[config.mk]
export PLATFORM = sky130hd
export DESIGN_NAME = tdm_mux_8to1
export DESIGN_NICKNAME = d
export VERILOG_FILES = /design/src/rtl/tdm_mux_8to1.sv
export SDC_FILE = /design/constraint.sdc
export NUM_CORES = 1
export LEC_CHECK = 0
export ABC_AREA = 1
export ABC_CLOCK_PERIOD_IN_PS = 4000
export BUFFER_PORTS_ARGS = -buffer_cell sky130_fd_sc_hd__buf_2
export CORE_MARGIN = 5
export CORE_UTILIZATION = 30
export DETAILED_ROUTE_END_ITERATION = 8
export PLACE_DENSITY = 0.61
export SLEW_MARGIN = 25
export SYNTH_ARGS = -nofsm -noshare
export SYNTH_HDL_FRONTEND = slang
export SYNTH_SLANG_ARGS = --single-unit
[constraint.sdc]
create_clock -name clk -period 4 [get_ports clk]
set_clock_uncertainty 0.05 [all_clocks]
set_input_delay 0.6 -clock clk [delete_from_list [all_inputs] [get_ports clk]]
set_output_delay 0.6 -clock clk [all_outputs]
set_load 0.01 [all_outputs]
[src/rtl/tdm_mux_8to1.sv]
// Time-division 8:1 multiplexer. A frame of eight parallel channel words and an
// enable mask is captured on start. The enabled channels are then sent one per
// valid/ready transfer, in ascending channel order, with the channel index on
// dout_sel.
module tdm_mux_8to1 #(
  parameter int unsigned WIDTH = 1
) (
  input  logic               clk,
  input  logic               rst_n,
  input  logic               start,
  input  logic [8*WIDTH-1:0] din,
  input  logic [7:0]         ch_en,
  input  logic               dout_ready,
  output logic [WIDTH-1:0]   dout,
  output logic [2:0]         dout_sel,
  output logic               dout_valid,
  output logic               dout_first,
  output logic               dout_last,
  output logic               busy,
  output logic               frame_done
);

  typedef enum logic [0:0] {StIdle, StSend} state_e;

  state_e             state_q, state_d;
  logic [8*WIDTH-1:0] shadow_q, shadow_d;
  logic [7:0]         mask_q, mask_d;
  logic [2:0]         sel_q, sel_d;
  logic               frame_done_q, frame_done_d;

  logic               xfer;
  logic               is_first;
  logic               is_last;

  // Index of the lowest set bit (0 when the mask is empty).
  function automatic logic [2:0] lowest_bit(input logic [7:0] m);
    logic [2:0] r;
    r = '0;
    for (int k = 7; k >= 0; k--) begin
      if (m[k]) r = 3'(k);
    end
    return r;
  endfunction

  // Index of the highest set bit (0 when the mask is empty).
  function automatic logic [2:0] highest_bit(input logic [7:0] m);
    logic [2:0] r;
    r = '0;
    for (int k = 0; k < 8; k++) begin
      if (m[k]) r = 3'(k);
    end
    return r;
  endfunction

  // Next set bit strictly above s; returns s if there is none, so no wrap.
  function automatic logic [2:0] next_above(input logic [7:0] m, input logic [2:0] s);
    logic [2:0] r;
    r = s;
    for (int k = 7; k >= 0; k--) begin
      if (m[k] && (k > int'(s))) r = 3'(k);
    end
    return r;
  endfunction

  assign is_first = (sel_q == lowest_bit(mask_q));
  assign is_last  = (sel_q == highest_bit(mask_q));
  assign xfer     = (state_q == StSend) && dout_ready;

  // Next-state: capture on start, advance on transfer, chain frames back to back.
  always_comb begin
    state_d      = state_q;
    shadow_d     = shadow_q;
    mask_d       = mask_q;
    sel_d        = sel_q;
    frame_done_d = 1'b0;
    unique case (state_q)
      StIdle: begin
        if (start && (ch_en != 8'h00)) begin
          shadow_d = din;
          mask_d   = ch_en;
          sel_d    = lowest_bit(ch_en);
          state_d  = StSend;
        end
      end
      StSend: begin
        if (xfer) begin
          if (is_last) begin
            frame_done_d = 1'b1;
            if (start && (ch_en != 8'h00)) begin
              shadow_d = din;
              mask_d   = ch_en;
              sel_d    = lowest_bit(ch_en);
            end else begin
              state_d = StIdle;
            end
          end else begin
            sel_d = next_above(mask_q, sel_q);
          end
        end
      end
      default: state_d = StIdle;
    endcase
  end

  // State registers with asynchronous active-low reset.
  always_ff @(posedge clk or negedge rst_n) begin
    if (!rst_n) begin
      state_q      <= StIdle;
      shadow_q     <= '0;
      mask_q       <= '0;
      sel_q        <= '0;
      frame_done_q <= 1'b0;
    end else begin
      state_q      <= state_d;
      shadow_q     <= shadow_d;
      mask_q       <= mask_d;
      sel_q        <= sel_d;
      frame_done_q <= frame_done_d;
    end
  end

  // Outputs come only from registers; word fields are zeroed while idle.
  always_comb begin
    dout_valid = (state_q == StSend);
    busy       = (state_q == StSend);
    dout_sel   = sel_q;
    frame_done = frame_done_q;
    dout       = '0;
    dout_first = 1'b0;
    dout_last  = 1'b0;
    if (state_q == StSend) begin
      dout       = shadow_q[int'(sel_q)*WIDTH +: WIDTH];
      dout_first = is_first;
      dout_last  = is_last;
    end
  end

endmodule
==> out/results.tsv, run 1 <==
stage	metric	value	unit
clock_network	CTS sink cnt	21	
worst_setup_path	signal arrival time at the worst endpoint	1.77	ns
worst_setup_path	CP Capture Type	output port	
logic_synthesis	number of synthesized register bits	21	
floorplanning	number of core rows	25	
power	Tot Pwr	0.001407	W
place	global placer's final weighted congestion	0.8898	
worst_setup_path	CP max FO	4	
sta	max frequency	413.3	MHz
sta	worst setup margin	1.580	ns
logic_synthesis	Seq/Total Area, Yosys	35.38	%
final_layout	post-route cell area	1695	um2
logic_synthesis	Netlist cell types	26	
clock_network	CTS root buf	clkbuf_8	
global_route	largest net degree at the start of global routing	33	
sta	Finish-stage setup viols	0	
clock_network	TritonCTS clock tree	built	
logic_synthesis	mapped cell area	1485	um2
final_layout	synthesis-to-finish area growth	14.15	%
global_route	initial antenna violation count	0	
global_route	vias in the first global route	1404	
global_route	total track usage	12.04	%
worst_setup_path	CP Launch Point	mask_q[4]$_DFFE_PN0P_	
power	pwr/cell area	829.9	nW/um2
run_status	outcome	finished clean	
logic_synthesis	Synth top area share	35.38	%
clock_network	clk_lat worst skew	0.27	ns
route	wire per inst	11.39	um
floorplanning	Die Wd	80.36	um
worst_hold_path	worst min path class	input pin to asynchronous set/reset pin	
worst_setup_path	Worst R2R Start	mask_q[7]$_DFFE_PN0P_	
place	hpwl dp	2.620	mm
floorplanning	IO Pins	29	
worst_setup_path	slowest stage delay, CP	0.42	ns
route	WL final	3.361	mm
logic_synthesis	syn_nets	222	
sta	Least-Margin Pin Slew	0.5112	ns
route	DRT antenna net count	0	
place	number of buffers added on ports	28	
floorplanning	Die Ht	80.36	um
floorplanning	Initial Utilization	31.24	%
sta	RSZ-0062 raised after global routing	false	
sta	share of the clock period used by the worst path	60.49	%
final_layout	Antenna Cells	0	
logic_synthesis	Syn Inst Count	202	
route	vias	1364	
final_layout	share of layout cells above drive strength 1	29.39	%
floorplanning	full die area	6458	um2
clock_network	# resized after CTS	0	
sta	final hold vios	0	
route	drc violations	0	
place	Post-Place Worst Slack	1.859	ns
logic_synthesis	Avg Cell Area, Syn	7.352	um2
clock_network	Clock transition at path regs	0.08	ns
logic_synthesis	Yosys Warn Count	0	
sta	max-slew violations	0	
clock_network	buffers inserted by post-CTS timing repair	0	
route	DRT Pass-1 Iters	4	
worst_setup_path	Worst Setup Start Kind	register	
worst_setup_path	worst flop-to-flop path endpoint	mask_q[5]$_DFFE_PN0P_	
place	DP Area	1649	um2
route	DR iter-0 viols	105	
worst_setup_path	critical path, cell by cell	nor2_1, o21ai_0, nand2_1, nand3_1, xor2_1, a211oi_1, nand2_1, nor2_1, buf_2	
final_layout	fin util	35.66	%
job	maxcap violations	0	
worst_setup_path	flop-to-flop setup slack	1.87	ns
power	VDD IR max	0.2756	mV
clock_network	cts-stage hold buffer count	0	
sta	total negative setup slack	0	ns
worst_setup_path	crit path capture	dout_first	
logic_synthesis	Yosys top cell by area	dfrtp_1	
worst_setup_path	CP Class	register to output port	
route	DR vias/cell	4.624	
clock_network	TritonCTS Buffers	3	
clock_network	H-tree Lvls	1	
worst_setup_path	critical path's slowest cell	dfrtp_1	
global_route	grt total ovfl	0	
worst_setup_path	FF-to-FF path depth	9	
clock_network	clk buf depth	2	
sta	Rel. slew slack	65.92	%
worst_setup_path	critical path required time	3.35	ns
final_layout	fill count	538	
global_route	first-pass GRT wire length	6.085	mm
floorplanning	core footprint	4755	um2
final_layout	final-stage net count	249	
sta	Final min period	2.420	ns
power	leakage power	0.9074	nW
logic_synthesis	Synth area leaders	dfrtp_1 35%, nand2_1 14%, o21ai_2 9.4%, inv_1 8.1%, nand2_2 5.1%	
[cell usage in the layout, fill, tap and decap left out, drive strengths merged]
cell type	synthesis	routed
nand2	70	70
inv	32	32
buf	5	28
o21ai	23	23
dfrtp	21	21
nand3	17	17
a21oi	9	9
nor2	9	9
o22ai	4	4
clkbuf	1	3
clkinv	1	2
xor2	2	2
nand4	2	2
a211oi	1	1
mux2i	1	1
nor3	1	1
o31ai	1	1
o211ai	1	1
a21boi	1	1
[metal layers]
metal	part of all wire [%]	wire [um]	global-route usage (%)	vias up
met5	0	0	0	-
met4	2.4	79	5.743	0
met3	4.2	140	2.242	9
met2	49	1640	20.12	32
met1	45	1500	14.82	628
li1	-	-	-	695
[final cells by class]
class                           instances  area, um2  share of cell area (%)
Clock buffer                            3      41.29                   2.435
Clock inverter                          1      5.005                  0.2952
Inverter                               33      125.1                   7.380
Multi-Input combinational cell        142      774.5                   45.68
Sequential cell                        21      525.5                   31.00
Tap cell                               67      83.83                   4.945
Timing Repair Buffer                   28      140.1                   8.266
[cell usage after synthesis]
cell type,number
nand2_4,1
a211oi_1,1
clkbuf_8,1
nand2_1,57
nor2_1,7
o22ai_1,4
nand3_4,2
a21oi_1,9
dfrtp_1,21
o211ai_1,1
buf_2,1
nor3_1,1
nand4_1,2
inv_1,32
buf_4,1
o31ai_2,1
o21ai_0,7
clkinv_2,1
nand2_2,12
nand3_1,15
xor2_1,2
buf_6,3
o21ai_2,16
nor2_2,2
a21boi_0,1
mux2i_1,1
[per-stage QoR]
stage	instances	hold WS (ns)
after global routing	295	0.2780
after floorplan	202	0.2544
after detailed placement	291	0.4180
final	295	0.2324
after global placement	291	0.4206
after CTS	295	0.2450
[where the power goes]
group	switching [W]	total (W)	internal, W
clock network	0.0000745	0.000144	0.0000697
logic	0.000506	0.000829	0.000323
registers	0.000124	0.000433	0.000310
total	0.000704	0.00141	0.000703
[kinds of logic (layout without fill, tap and decap cells)]
logic type | Yosys count | count (layout) | synth area share, %
muxes | 1 | 1 | 0.6740
buffers and inverters | 39 | 65 | 12.47
xor gates and xnor gates | 2 | 2 | 1.180
AOI/OAI and AO/OA | 40 | 40 | 18.87
DFF | 21 | 21 | 35.38
and+or+nand+nor | 99 | 99 | 31.42
[worst max-delay path, delay by kind of cell, from the launching register on]
family          cells  cell delay, ns
compound gates      2            0.31
simple gates        5            0.50
flops               1            0.42
xor+xnor            1            0.15
buf+inv             1            0.13
[flip-flops by register name (all words and copies together), names as in the netlist]
signal      cells
dout_sel        3
shadow_q        8
frame_done      1
mask_q          8
busy            1
[worst min path at each step]
stage,startpoint,end,cells past startpoint
after floorplan,rst_n,busy$_DFF_PN0_,0
after global placement,shadow_q[3]$_DFFE_PN0P_,shadow_q[3]$_DFFE_PN0P_,2
after detailed placement,shadow_q[3]$_DFFE_PN0P_,shadow_q[3]$_DFFE_PN0P_,2
after CTS,rst_n,shadow_q[7]$_DFFE_PN0P_,1
after global routing,rst_n,shadow_q[7]$_DFFE_PN0P_,1
final,rst_n,shadow_q[7]$_DFFE_PN0P_,1
(Power assumes the default switching activity.)
==> inputs of run 2 (changes only) <==
--- a/config.mk
+++ b/config.mk
@@ -6,12 +6,12 @@
 export NUM_CORES = 1
 export LEC_CHECK = 0
 export ABC_AREA = 1
-export ABC_CLOCK_PERIOD_IN_PS = 4000
+export ABC_CLOCK_PERIOD_IN_PS = 2000
 export BUFFER_PORTS_ARGS = -buffer_cell sky130_fd_sc_hd__buf_2
 export CORE_MARGIN = 5
 export CORE_UTILIZATION = 30
 export DETAILED_ROUTE_END_ITERATION = 8
-export PLACE_DENSITY = 0.61
+export PLACE_DENSITY = 0.62
 export SLEW_MARGIN = 25
 export SYNTH_ARGS = -nofsm -noshare
 export SYNTH_HDL_FRONTEND = slang
==> constraint.sdc (replaced) <==
create_clock -name clk -period 2 [get_ports clk]
set_clock_uncertainty 0.05 [all_clocks]
set_input_delay 0.3 -clock clk [delete_from_list [all_inputs] [get_ports clk]]
set_output_delay 0.3 -clock clk [all_outputs]
set_load 0.01 [all_outputs]
==> run 2 against run 1 <==
Net effect:
- die area stayed put
- wire length grew 5.8%
- worst hold slack worse by 0.011 ns
- first-iteration DRC count shrank 1.9%
- cell area rose by 7.3%
- worst setup slack lost 1.6 ns
- register-to-register slack lost 1.7 ns
- via count increased by 2.6%
- sequential power increased by 89%
- sequential share of layout area is 2.0 points lower
- critical path depth unchanged
- combinational power rose by 130%
- largest cell class unchanged
==> out/results.tsv, run 2 (same netlist as run 1, synthesis figures left out) <==
stage	metric	value	unit
run_status	outcome	finished clean	
place	hpwl dp	2.743	mm
job	maxcap violations	0	
sta	Finish-stage setup viols	0	
worst_setup_path	Worst R2R Start	mask_q[4]$_DFFE_PN0P_	
clock_network	clk buf depth	2	
global_route	first-pass GRT wire length	5.927	mm
global_route	grt total ovfl	0	
power	Logic pwr share	63.9	%
worst_setup_path	critical path, cell by cell	buf_6, o21ai_2, nand2_1, nand3_2, xor2_1, a211oi_1, nand2_1, nor2_1, buf_2	
worst_hold_path	worst min path class	input pin to register	
floorplanning	core footprint	4755	um2
worst_setup_path	Buf+Inv Stages, Crit Path	2	
worst_hold_path	Worst Hold Path Cells	3	
sta	Hold Slack	0.2212	ns
final_layout	fin util	38.26	%
final_layout	synthesis-to-finish area growth	22.49	%
final_layout	final cell count without fillers	308	
worst_setup_path	CP Capture Type	output port	
route	drc violations	0	
clock_network	H-tree Lvls	1	
worst_setup_path	worst flop-to-flop path endpoint	shadow_q[3]$_DFFE_PN0P_	
route	vias	1399	
route	DRT Pass-1 Iters	4	
floorplanning	full die area	6458	um2
worst_setup_path	Worst Setup Start Kind	register	
clock_network	clk_lat worst skew	0.26	ns
sta	share of the clock period used by the worst path	99.02	%
power	internal power	0.001568	W
sta	final hold vios	0	
global_route	vias in the first global route	1343	
global_route	largest net degree at the start of global routing	22	
power	switch share	48.34	%
final_layout	Antenna Cells	0	
global_route	initial antenna violation count	0	
worst_setup_path	crit-path leading delay family	flip-flops	
worst_setup_path	Crit path top cell by count	nand2_1	
worst_setup_path	critical path required time	1.65	ns
worst_setup_path	CP Class	register to output port	
sta	RSZ-0062 raised after global routing	true	
worst_setup_path	slowest stage delay, CP	0.43	ns
worst_setup_path	CP max FO	4	
route	DR iter-0 viols	103	
floorplanning	IO Pins	29	
place	Placed Cells	297	
sta	max frequency	504.9	MHz
power	VDD IR max	0.3817	mV
route	wire per inst	11.54	um
worst_setup_path	signal arrival time at the worst endpoint	1.63	ns
sta	Least-Margin Pin Slew	0.4909	ns
sta	max-slew violations	0	
sta	Final min period	1.980	ns
power	Switching Power	0.001468	W
clock_network	Clock transition at path regs	0.07	ns
final_layout	most common cell after layout, fill and taps aside	nand2_1	
worst_setup_path	FF-to-FF path depth	11	
floorplanning	number of core rows	25	
power	leakage power	0.9688	nW
place	number of buffers added on ports	28	
clock_network	TritonCTS clock tree	built	
route	DR vias/cell	4.542	
power	clock share of power	9.2	%
clock_network	CTS sink cnt	21	
worst_setup_path	flop-to-flop setup slack	0.15	ns
place	global placer's final weighted congestion	0.8666	
route	DRT antenna net count	0	
floorplanning	Die Ht	80.36	um
global_route	total track usage	11.61	%
clock_network	TritonCTS Buffers	3	
route	WL final	3.555	mm
power	pwr/cell area	1669	nW/um2
worst_hold_path	Worst Hold Path EP	shadow_q[0]$_DFFE_PN0P_	
final_layout	share of layout cells above drive strength 1	35.27	%
worst_setup_path	CP Launch Point	mask_q[7]$_DFFE_PN0P_	
power	Seq pwr share	26.9	%
final_layout	commonest non-fill, non-tap cells in the layout	57 x nand2_1, 31 x inv_1, 28 x buf_2	
final_layout	final-stage net count	262	
floorplanning	Initial Utilization	31.24	%
clock_network	CTS root buf	clkbuf_8	
floorplanning	Die Wd	80.36	um
worst_hold_path	Hold Startpoint	din[0]	
sta	Rel. slew slack	67.28	%
worst_setup_path	critical path's slowest cell	dfrtp_1	
[run 2: cell types whose count changed in the layout (fill, tap and decap cells not counted), moves of 2 or more]
cell,change
dfrtp_1,-2
nor2_1,-2
buf_4,+11
dfrtp_2,+2
[run 2: worst max-delay path by stage]
stage | endpoint | slack [ns] | cells after the start
after detailed placement | shadow_q[3]$_DFFE_PN0P_ | 0.15 | 10
after global placement | shadow_q[3]$_DFFE_PN0P_ | 0.16 | 10
after floorplan | mask_q[7]$_DFFE_PN0P_ | 0.31 | 10
after CTS | dout_last | -0.02 | 7
after global routing | dout_first | -0.17 | 9
final | dout_first | 0.02 | 9
[run 2: what timing repair did]
| item | 4_1_cts | 5_1_grt |
|---|---|---|
| endpoints found under the hold margin | 21 | 0 |
| endpoints found under the setup margin | 2 | 16 |
| pin swaps | 2 | 7 |
| gates cloned | 0 | 0 |
| gates resized for setup | 2 | 8 |
| setup buffers | 5 | 1 |
| hold buffers | 1 | 0 |
[run 2: final cells by class]
cell class | count | area [um2]
inverters | 33 | 125.1
fillers | 508 | 2935
flip-flops and latches | 21 | 528.0
repair buffers | 41 | 244.0
well taps | 67 | 83.83
multi-input cells | 142 | 793.3
clock buffers | 4 | 45.04
[run 2: tightest hold or removal path: stages]
cell,delay [ns]
buf_2,0.09
inv_1,0.05
o21ai_2,0.05
[run 2: power by group through the flow]
| stage | registers (W) | clock network, W | logic (W) |
|---|---|---|---|
| 4_1_cts | 0.000799 | 0.000289 | 0.00191 |
| 6_report | 0.000817 | 0.000278 | 0.00194 |
| 2_1_floorplan | 0.000790 | 0 | 0.00143 |
| 3_5_place_dp | 0.000822 | 0 | 0.00181 |
| 3_3_place_gp | 0.000820 | 0 | 0.00178 |
| 5_1_grt | 0.000844 | 0.000305 | 0.00221 |
[run 2: per-stage QoR]
stage	setup TNS, ns	area (um2)	power [W]	worst slack, ns
5_1_grt	-0.3429	1819	0.003356	-0.1660
3_3_place_gp	0	1694	0.002602	0.1600
4_1_cts	-0.03755	1789	0.003002	-0.02202
2_1_floorplan	0	1485	0.002222	0.3061
3_5_place_dp	0	1694	0.002633	0.1461
6_report	0	1819	0.003036	0.01957
[run 2: layer usage]
layer / part of all wire, % / vias up / global-route usage (%)
met3: 3.9 / 5 / 2.130
met5: 0 / - / 0
met1: 46 / 640 / 15.15
li1: - / 725 / -
met2: 49 / 29 / 19.29
met4: 1.3 / 0 / 3.716
==> inputs of run 3 (changes only) <==
--- a/config.mk
+++ b/config.mk
@@ -8,10 +8,12 @@
 export ABC_AREA = 1
 export ABC_CLOCK_PERIOD_IN_PS = 2000
 export BUFFER_PORTS_ARGS = -buffer_cell sky130_fd_sc_hd__buf_2
+export CELL_PAD_IN_SITES_DETAIL_PLACEMENT = 1
+export CELL_PAD_IN_SITES_GLOBAL_PLACEMENT = 1
 export CORE_MARGIN = 5
 export CORE_UTILIZATION = 30
 export DETAILED_ROUTE_END_ITERATION = 8
-export PLACE_DENSITY = 0.62
+export PLACE_DENSITY = 0.77
 export SLEW_MARGIN = 25
 export SYNTH_ARGS = -nofsm -noshare
 export SYNTH_HDL_FRONTEND = slang
==> run 3 against run 2 <==
Net effect:
- core utilization up 1.0 points
- global-route usage grew 2.6 points
- non-clock buffer count stayed put
- fmax up 1.1%
- via count grew 1.2%
- clock-buffer cell count down 1
- sequential power is 4.8% higher
- worst setup slack gained 0.021 ns
- clock power increased by 9.0%
- worst hold slack worse by 0.014 ns
- sequential cell count did not move
- critical path type unchanged
- largest power group unchanged
==> out/results.tsv, run 3 (same netlist as run 1, synthesis figures left out) <==
stage	metric	value	unit
floorplanning	core footprint	4755	um2
floorplanning	Die Wd	80.36	um
sta	share of the clock period used by the worst path	97.98	%
clock_network	TritonCTS Buffers	3	
clock_network	CTS sink cnt	21	
worst_setup_path	CP max FO	3	
power	clock share of power	9.3	%
power	Seq pwr share	26.2	%
worst_setup_path	crit-path leading delay family	flip-flops	
final_layout	final cell count without fillers	308	
route	Met3 Wirelength	125	um
place	global placer's final weighted congestion	0.8151	
floorplanning	full die area	6458	um2
floorplanning	Initial Utilization	31.24	%
place	number of buffers added on ports	28	
final_layout	fill count	627	
power	internal power	0.001653	W
sta	max frequency	510.3	MHz
sta	Least-Margin Pin Slew	0.5051	ns
route	DR iter-0 viols	45	
worst_setup_path	flop-to-flop setup slack	0.09	ns
place	hpwl dp	3.123	mm
worst_setup_path	Worst Setup Start Kind	register	
route	wire per inst	13.95	um
worst_setup_path	critical path required time	1.65	ns
route	WL final	4.297	mm
worst_setup_path	signal arrival time at the worst endpoint	1.61	ns
worst_setup_path	CP Launch Point	mask_q[5]$_DFFE_PN0P_	
sta	Rel. slew slack	66.33	%
power	leakage power	0.9834	nW
worst_setup_path	CP Class	register to output port	
power	VDD IR max	0.4094	mV
job	maxcap violations	0	
clock_network	Clock transition at path regs	0.09	ns
worst_setup_path	slowest stage delay, CP	0.45	ns
floorplanning	number of core rows	25	
sta	total negative setup slack	0	ns
global_route	vias in the first global route	1521	
route	vias	1416	
route	DR vias/cell	4.597	
route	DRT antenna net count	0	
worst_setup_path	CP Capture Type	output port	
worst_setup_path	worst flop-to-flop path endpoint	mask_q[6]$_DFFE_PN0P_	
worst_hold_path	worst min path class	input pin to register	
clock_network	TritonCTS clock tree	built	
worst_setup_path	critical path's slowest cell	dfrtp_2	
global_route	initial antenna violation count	0	
power	switch share	49.43	%
clock_network	clk buf depth	2	
worst_setup_path	FF-to-FF path depth	11	
global_route	total track usage	14.23	%
place	Placed Cells	296	
worst_setup_path	Crit path top cell by count	nand2_1	
worst_setup_path	Buf+Inv Stages, Crit Path	1	
route	drc violations	0	
final_layout	register area	530.5	um2
worst_setup_path	Worst R2R Start	mask_q[6]$_DFFE_PN0P_	
final_layout	synthesis-to-finish area growth	25.78	%
sta	Final min period	1.960	ns
global_route	largest net degree at the start of global routing	33	
final_layout	share of layout cells above drive strength 1	37.76	%
global_route	first-pass GRT wire length	7.217	mm
route	M1 WL	2.049	mm
sta	final hold vios	0	
final_layout	most common cell after layout, fill and taps aside	nand2_1	
clock_network	clk_lat worst skew	0.27	ns
clock_network	H-tree Lvls	1	
worst_setup_path	critical path, cell by cell	nor2_4, o21ai_2, nand2_1, nand3_2, xor2_1, a211oi_2, nand2_1, nor2_1, buf_2	
worst_setup_path	Crit path depth	9	
worst_setup_path	crit path capture	dout_first	
final_layout	Antenna Cells	0	
route	DRT Pass-1 Iters	4	
final_layout	area of the multi-input gates	804.5	um2
worst_hold_path	Worst Hold Path Cells	3	
floorplanning	IO Pins	29	
run_status	outcome	finished clean	
power	Switching Power	0.001616	W
final_layout	final-stage net count	262	
sta	Finish-stage setup viols	0	
route	top sig layer	met4	
power	Logic pwr share	64.5	%
route	WL met2	2.069	mm
clock_network	CTS root buf	clkbuf_8	
global_route	grt total ovfl	0	
sta	max-slew violations	0	
power	pwr/cell area	1750	nW/um2
floorplanning	Die Ht	80.36	um
final_layout	commonest non-fill, non-tap cells in the layout	57 x nand2_1, 29 x inv_1, 28 x buf_2	
sta	RSZ-0062 raised after global routing	true	
[run 3: cell count changes in the layout (fill, tap and decap cells not counted), sizes merged]
cell      previous run  this run
buf                 40        39
clkinv               1         0
clkinvlp             0         1
inv                 32        33
[run 3: final cells by class]
| class | count | area share, % |
|---|---|---|
| multi-input combinational | 142 | 43.07 |
| sequential | 21 | 28.40 |
| timing repair buffer | 41 | 14.67 |
| inverter | 33 | 6.765 |
| tap | 67 | 4.488 |
| clock buffer | 3 | 2.210 |
| clock inverter | 1 | 0.4019 |
[run 3: worst register-to-register path: stages (launching register included)]
cell and delay, ns:
dfrtp_2 0.47, nor2_4 0.15, nand2_2 0.08, xor2_1 0.15, nor2_2 0.16, nand3_4 0.08
buf_4 0.16, nand2_4 0.09, nand3_4 0.11, buf_12 0.18, nand2_1 0.08, o21ai_2 0.05
[run 3: per-stage QoR]
step / hold slack (ns) / instance area [um2] / power [W] / worst slack, ns / util, %
2_1_floorplan: -0.04559 / 1485 / 0.002222 / 0.3061 / -
3_3_place_gp: 0.2392 / 1699 / 0.002652 / 0.1505 / 35.74
5_1_grt: 0.2047 / 1868 / 0.003587 / -0.09981 / 39.29
3_5_place_dp: 0.2455 / 1699 / 0.002716 / 0.1102 / 35.74
4_1_cts: 0.2108 / 1799 / 0.003108 / -0.02889 / 37.84
6_report: 0.2070 / 1868 / 0.003269 / 0.04043 / 39.29
[run 3: worst min path at each step]
| stage | start | to | slack [ns] |
|---|---|---|---|
| final | din[0] | shadow_q[0]$_DFFE_PN0P_ | 0.21 |
| after global routing | din[1] | shadow_q[1]$_DFFE_PN0P_ | 0.20 |
| after CTS | din[0] | shadow_q[0]$_DFFE_PN0P_ | 0.21 |
| after detailed placement | rst_n | mask_q[5]$_DFFE_PN0P_ | 0.25 |
| after global placement | rst_n | shadow_q[2]$_DFFE_PN0P_ | 0.24 |
| after floorplan | rst_n | busy$_DFF_PN0_ | -0.05 |
[run 3: power groups by stage]
stage          Clock (W)  Sequential [W]  Combinational [W]
3_5_place_dp           0        0.000837            0.00188
3_3_place_gp           0        0.000831            0.00182
6_report        0.000303        0.000856            0.00211
2_1_floorplan          0        0.000790            0.00143
4_1_cts         0.000306        0.000840            0.00196
5_1_grt         0.000329        0.000887            0.00237
[run 3: timing repair]
action / in CTS / in global routing
setup buffers: 3 / 3
endpoints found under the hold margin: 21 / 0
pin swaps: 2 / 2
gates resized for setup: 8 / 10
endpoints found under the setup margin: 2 / 15
hold buffers: 1 / 0
cloned: 0 / 1
[run 3: routing by layer]
layer  up-vias  track usage, %
li1        719               -
met1       668           19.48
met2        25           23.01
met3         4           1.570
met4         0           5.068
met5         -               0
